$ cat config.mk
export PLATFORM = sky130hd
export DESIGN_NAME = pipeline_hazard_ctrl
export DESIGN_NICKNAME = d
export VERILOG_FILES = /design/src/rtl/pipeline_hazard_ctrl_pkg.sv /design/src/rtl/pipeline_hazard_ctrl_mdu_busy_tracker.sv /design/src/rtl/pipeline_hazard_ctrl.sv
export SDC_FILE = /design/constraint.sdc
export NUM_CORES = 1
export LEC_CHECK = 0
export BUFFER_PORTS_ARGS = -buffer_cell sky130_fd_sc_hd__buf_2
export CAP_MARGIN = 20
export CORE_ASPECT_RATIO = 0.7
export CORE_UTILIZATION = 40
export DETAILED_ROUTE_END_ITERATION = 6
export GPL_TIMING_DRIVEN = 0
export MAX_ROUTING_LAYER = met4
export PLACE_DENSITY = 0.85
export RECOVER_POWER = 25
export SKIP_LAST_GASP = 1
export SLEW_MARGIN = 20
export SYNTH_ARGS = -nofsm -noshare
export SYNTH_HDL_FRONTEND = slang
export SYNTH_HIERARCHICAL = 1
export SYNTH_SLANG_ARGS = --single-unit
export TNS_END_PERCENT = 20
$ cat constraint.sdc
create_clock -name clk -period 1.9 [get_ports clk]
set_input_delay 0.38 -clock clk [delete_from_list [all_inputs] [get_ports clk]]
set_output_delay 0.38 -clock clk [all_outputs]
set_load 0.01 [all_outputs]
$ cat src/rtl/pipeline_hazard_ctrl_pkg.sv
// Shared encodings for the pipeline hazard controller: forward selects and MDU FSM states.
package pipeline_hazard_ctrl_pkg;

    localparam logic [1:0] FWD_RF  = 2'b00;
    localparam logic [1:0] FWD_WB  = 2'b01;
    localparam logic [1:0] FWD_MEM = 2'b10;

    typedef enum logic [0:0] {
        MDU_IDLE = 1'b0,
        MDU_BUSY = 1'b1
    } mdu_state_t;

endpackage

$ cat src/rtl/pipeline_hazard_ctrl_mdu_busy_tracker.sv
// Tracks multiply/divide occupancy: IDLE/BUSY FSM with a down-counter of MDU_LAT cycles.
module mdu_busy_tracker
    import pipeline_hazard_ctrl_pkg::*;
#(
    parameter int MDU_LAT = 4
) (
    input  logic clk,
    input  logic rst,
    input  logic start,
    output logic busy
);

    localparam logic [7:0] LOAD_VAL = 8'(MDU_LAT - 1);

    mdu_state_t state_r, state_s;
    logic [7:0] cnt_r, cnt_s;

    // State and counter registers; reset aborts any operation in flight.
    always_ff @(posedge clk or posedge rst) begin
        if (rst) begin
            state_r <= MDU_IDLE;
            cnt_r   <= 8'd0;
        end else begin
            state_r <= state_s;
            cnt_r   <= cnt_s;
        end
    end

    // Next-state logic: starts are only honoured from IDLE, so a start on the final BUSY cycle is dropped.
    always_comb begin
        state_s = state_r;
        cnt_s   = cnt_r;
        case (state_r)
            MDU_IDLE: begin
                if (start) begin
                    state_s = MDU_BUSY;
                    cnt_s   = LOAD_VAL;
                end else begin
                    state_s = MDU_IDLE;
                    cnt_s   = 8'd0;
                end
            end
            MDU_BUSY: begin
                if (cnt_r == 8'd0) begin
                    state_s = MDU_IDLE;
                    cnt_s   = 8'd0;
                end else begin
                    state_s = MDU_BUSY;
                    cnt_s   = cnt_r - 8'd1;
                end
            end
            default: begin
                state_s = MDU_IDLE;
                cnt_s   = 8'd0;
            end
        endcase
    end

    assign busy = (state_r == MDU_BUSY);

endmodule

$ cat src/rtl/pipeline_hazard_ctrl.sv
// Pipeline hazard detection and forwarding control with MDU occupancy tracking.
// Optional stall-cycle counter enabled by defining HAZARD_STALL_CNT_EN.
module pipeline_hazard_ctrl
    import pipeline_hazard_ctrl_pkg::*;
#(
    parameter int REG_ADDR_W = 5,
    parameter int MDU_LAT    = 4,
    parameter int CNT_W      = 32
) (
    input  logic                  clk,
    input  logic                  rst,
    input  logic [REG_ADDR_W-1:0] rs_d,
    input  logic [REG_ADDR_W-1:0] rt_d,
    input  logic [REG_ADDR_W-1:0] rs_e,
    input  logic [REG_ADDR_W-1:0] rt_e,
    input  logic [REG_ADDR_W-1:0] write_reg_e,
    input  logic [REG_ADDR_W-1:0] write_reg_m,
    input  logic [REG_ADDR_W-1:0] write_reg_w,
    input  logic                  reg_write_e,
    input  logic                  reg_write_m,
    input  logic                  reg_write_w,
    input  logic                  mem_to_reg_e,
    input  logic                  mem_to_reg_m,
    input  logic                  branch_d,
    input  logic                  jump_d,
    input  logic                  mdu_op_d,
    input  logic                  hilo_rd_d,
    input  logic                  mdu_start_e,
    output logic                  stall_f,
    output logic                  stall_d,
    output logic                  flush_e,
    output logic                  fwd_a_d,
    output logic                  fwd_b_d,
    output logic [1:0]            fwd_a_e,
    output logic [1:0]            fwd_b_e,
    output logic                  mdu_busy,
    output logic [CNT_W-1:0]      stall_cnt
);

    logic       lw_stall_s, br_stall_s, mdu_stall_s, stall_s;
    logic       e_hit_s, m_hit_s;
    logic [1:0] fwd_a_e_s, fwd_b_e_s;

    mdu_busy_tracker #(
        .MDU_LAT (MDU_LAT)
    ) u_mdu_busy_tracker (
        .clk   (clk),
        .rst   (rst),
        .start (mdu_start_e),
        .busy  (mdu_busy)
    );

    // Stall detection; every comparison excludes register 0.
    always_comb begin
        lw_stall_s = mem_to_reg_e && (rt_e != '0) && ((rt_e == rs_d) || (rt_e == rt_d));
        e_hit_s    = reg_write_e && (write_reg_e != '0) &&
                     ((write_reg_e == rs_d) || (write_reg_e == rt_d));
        m_hit_s    = mem_to_reg_m && (write_reg_m != '0) &&
                     ((write_reg_m == rs_d) || (write_reg_m == rt_d));
        br_stall_s  = branch_d && (e_hit_s || m_hit_s);
        mdu_stall_s = (mdu_op_d || hilo_rd_d) && (mdu_busy || mdu_start_e);
        stall_s     = lw_stall_s || br_stall_s || mdu_stall_s;
    end

    // Execute forward selects; the Memory result is younger and wins over Writeback.
    always_comb begin
        fwd_a_e_s = FWD_RF;
        fwd_b_e_s = FWD_RF;
        if (reg_write_m && (rs_e != '0) && (rs_e == write_reg_m)) begin
            fwd_a_e_s = FWD_MEM;
        end else if (reg_write_w && (rs_e != '0) && (rs_e == write_reg_w)) begin
            fwd_a_e_s = FWD_WB;
        end else begin
            fwd_a_e_s = FWD_RF;
        end
        if (reg_write_m && (rt_e != '0) && (rt_e == write_reg_m)) begin
            fwd_b_e_s = FWD_MEM;
        end else if (reg_write_w && (rt_e != '0) && (rt_e == write_reg_w)) begin
            fwd_b_e_s = FWD_WB;
        end else begin
            fwd_b_e_s = FWD_RF;
        end
    end

    assign stall_f = stall_s && !rst;
    assign stall_d = stall_s && !rst;
    assign flush_e = (stall_s || jump_d) && !rst;
    assign fwd_a_d = reg_write_m && (rs_d != '0) && (rs_d == write_reg_m) && !rst;
    assign fwd_b_d = reg_write_m && (rt_d != '0) && (rt_d == write_reg_m) && !rst;
    assign fwd_a_e = rst ? FWD_RF : fwd_a_e_s;
    assign fwd_b_e = rst ? FWD_RF : fwd_b_e_s;

`ifdef HAZARD_STALL_CNT_EN
    logic [CNT_W-1:0] stall_cnt_r;

    // Saturating count of stalled cycles.
    always_ff @(posedge clk or posedge rst) begin
        if (rst) begin
            stall_cnt_r <= '0;
        end else if (stall_f && (stall_cnt_r != '1)) begin
            stall_cnt_r <= stall_cnt_r + CNT_W'(1);
        end else begin
            stall_cnt_r <= stall_cnt_r;
        end
    end

    assign stall_cnt = stall_cnt_r;
`else
    assign stall_cnt = '0;
`endif

endmodule
==> results.json <==
{
  "ys_top_cells_by_area": "xnor2_1, buf_4, dfrtp_1",
  "dr.pass1.iters": 4,
  "grtUsageTotal_pct": 18.9,
  "die_h_um": 53.4,
  "grt.overflow.total": 0,
  "cap_violations": 0,
  "crit_buf_inv": 3,
  "wl_met2_mm": 1.86,
  "rr_worst_depth": 5,
  "portBuffers": 46,
  "rows": 18,
  "hold_path_class": "in -> async",
  "cp.arrival_ns": 1.68,
  "antenna_found_initial": 0,
  "path_cells": "buf_12 -> or4_4 -> o221ai_4 -> a41oi_2 -> buf_4 -> buf_6",
  "h-tree-depth": 1,
  "outcome": "complete, but fails checks",
  "cts_buffers": 3,
  "vias": 1474,
  "synth_ff_type": "dfrtp_1",
  "fin_nets": 322,
  "cts-root-buf": "clkbuf_8",
  "slowest_delay_ns": 0.57,
  "place_ws_ns": -0.262,
  "power_density_mw_per_mm2": 638,
  "path_delay_family": "simple AND/OR/NAND/NOR gates",
  "end_kind": "primary output",
  "violations": "negative setup slack",
  "stdcell_count": 323,
  "fp.coreArea_mm2": 0.00356,
  "hold_violations": 0,
  "ys_warn_count": 6,
  "design.die.area_mm2": 0.00403,
  "syn2layout_area_growth_pct": 42.5,
  "met1_length_mm": 1.69,
  "finalWorstSetupSlack_ns": -0.164,
  "slew_violations": 0,
  "initial_core_util_pct": 42.4,
  "yosysTopAreaCell": "xnor2_1",
  "wl_met3_um": 259,
  "dp_hpwl_mm": 3.05,
  "drc": 0,
  "utilization_pct": 60.4,
  "p_leak_nw": 0.991,
  "clock-sinks": 9,
  "wl_mm": 3.83,
  "viasPerCell": 4.56,
  "ys_ff_latch": 9,
  "seq_area_frac_synth_pct": 14.9,
  "required_ns": 1.52,
  "cp.depth": 6,
  "diodes": 0,
  "syn_area_per_cell_um2": 8.07,
  "yosys-top-cells-count": "xnor2_1, buf_4, xor2_1, nand2_1, dfrtp_1",
  "cp_max_fo": 4,
  "whs_ns": 0.263,
  "drive_gt1_share_pct": 42.1,
  "worstSetupPathType": "in -> out",
  "synthMostInstantiatedCell": "xnor2_1",
  "grt_pass1_wl_mm": 5.59,
  "wl_per_cell_um": 11.9,
  "start_kind": "primary input",
  "synthCells": 187,
  "synthArstFlopShare_pct": 100,
  "synth_top_area_share_pct": 22.6,
  "path_clk_slew_ns": 0.05,
  "synth_edf_count": 0,
  "insertion_delay_ns": 0.23,
  "top_layer": "met4",
  "cpMaxStageDelayCell": "or4_4",
  "place_congestion": 0.917,
  "clockBufferDepth": 2,
  "num_io_pins": 89,
  "max_freq_mhz": 485,
  "die_x_um": 75.4,
  "fill_cells": 296,
  "grt_pass1_vias": 1225,
  "netlist_area_mm2": 0.00151,
  "place_inst": 314,
  "fin_worst_skew_ns": 0.00341,
  "drtIter0Drc": 71,
  "rsz0062_at_grt": "true",
  "post-route-period-util_pct": 109,
  "setup_violations": 6,
  "synthDistinctLibCells": 36,
  "post-route-min-period_ns": 2.06,
  "grt_max_degree": 11,
  "timing.setup.tns_ns": -0.518,
  "cts_tree": "done",
  "ant_nets": 0,
  "ir_drop_mv": 0.495
}
-- worst reg2reg max path, delay by kind of cell, from the launching register on --
family                   cells  cell delay (ns)
buffers and inverters        1             0.07
flip-flops                   1             0.39
AND/OR/NAND/NOR              1             0.51
adder cells (fa/ha/maj)      1             0.19
AO/OA/AOI/OAI                2             0.27
-- cell families after synthesis --
family | Yosys count | share of synthesized area, %
XOR/XNOR | 51 | 29.6
multiplexers | 2 | 1.33
adder cells (fa/ha/maj) | 1 | 0.829
AND/OR/NAND/NOR | 61 | 24.5
other | 1 | 0.249
buffers and inverters | 47 | 20.6
AO/OA/AOI/OAI | 15 | 8.04
flip-flops | 9 | 14.9
-- metrics by stage --
| step | instance area, um^2 | total power [mW] |
|---|---|---|
| global placement | 1940 | 1.06 |
| finish | 2150 | 1.37 |
| CTS | 2060 | 1.35 |
| floorplan | 1650 | 0.903 |
| detailed placement | 1940 | 1.10 |
| global route | 2150 | 1.47 |
-- cell usage in the layout, fill, tap and decap left out, types with 5 or more instances in the layout --
cell type / count
nand2_1: 10
nor2_1: 6
dfrtp_1: 9
clkbuf_2: 5
xor2_1: 12
conb_1: 32
nand3_1: 7
buf_4: 39
buf_2: 42
xnor2_1: 39
-- cell type report --
type / instances / area [um^2] / share of cell area, %
Clock buffer: 4 / 45.0 / 2.10
Buffer: 44 / 334 / 15.5
Inverter: 3 / 11.3 / 0.524
Multi-Input combinational cell: 162 / 1190 / 55.2
Timing Repair Buffer: 51 / 285 / 13.3
Sequential cell: 9 / 225 / 10.5
Tap cell: 50 / 62.6 / 2.91
-- repair_timing --
action,in CTS,in global routing
resized for setup,15,14
pin swaps,5,10
endpoints found under the hold margin,0,0
buffers inserted,1,4
hold buffers,0,0
endpoints found under the setup margin,6,7
-- routing by layer --
metal	vias up	GRT usage, %
met4	0	2.16
met5	-	-
li1	741	-
met1	668	24.9
met2	63	31.0
met3	2	3.43
-- registers in the layout, indices dropped and copies added, names as in the netlist --
register and cells:
u_mdu_busy_tracker/busy 1, u_mdu_busy_tracker/cnt_r 8
-- where the power goes --
| group | internal [mW] | switching [mW] |
|---|---|---|
| Combinational | 0.384 | 0.431 |
| Clock | 0.146 | 0.0783 |
| Sequential | 0.262 | 0.0688 |
-- worst paths after layout --
kind	startpoint	end	slack [ns]
worst min register to register	u_mdu_busy_tracker/cnt_r[0]	u_mdu_busy_tracker/cnt_r[0]	0.49
worst min-delay path	rst	u_mdu_busy_tracker/busy	0.26
max in group asynchronous	rst	u_mdu_busy_tracker/cnt_r[4]	1.38
worst max-delay path	rt_e[3]	stall_f	-0.16
worst max register to register	u_mdu_busy_tracker/cnt_r[0]	u_mdu_busy_tracker/cnt_r[1]	0.35
min in group clk	mdu_start_e	u_mdu_busy_tracker/busy	0.41
Power figures use the tool's default switching activity.
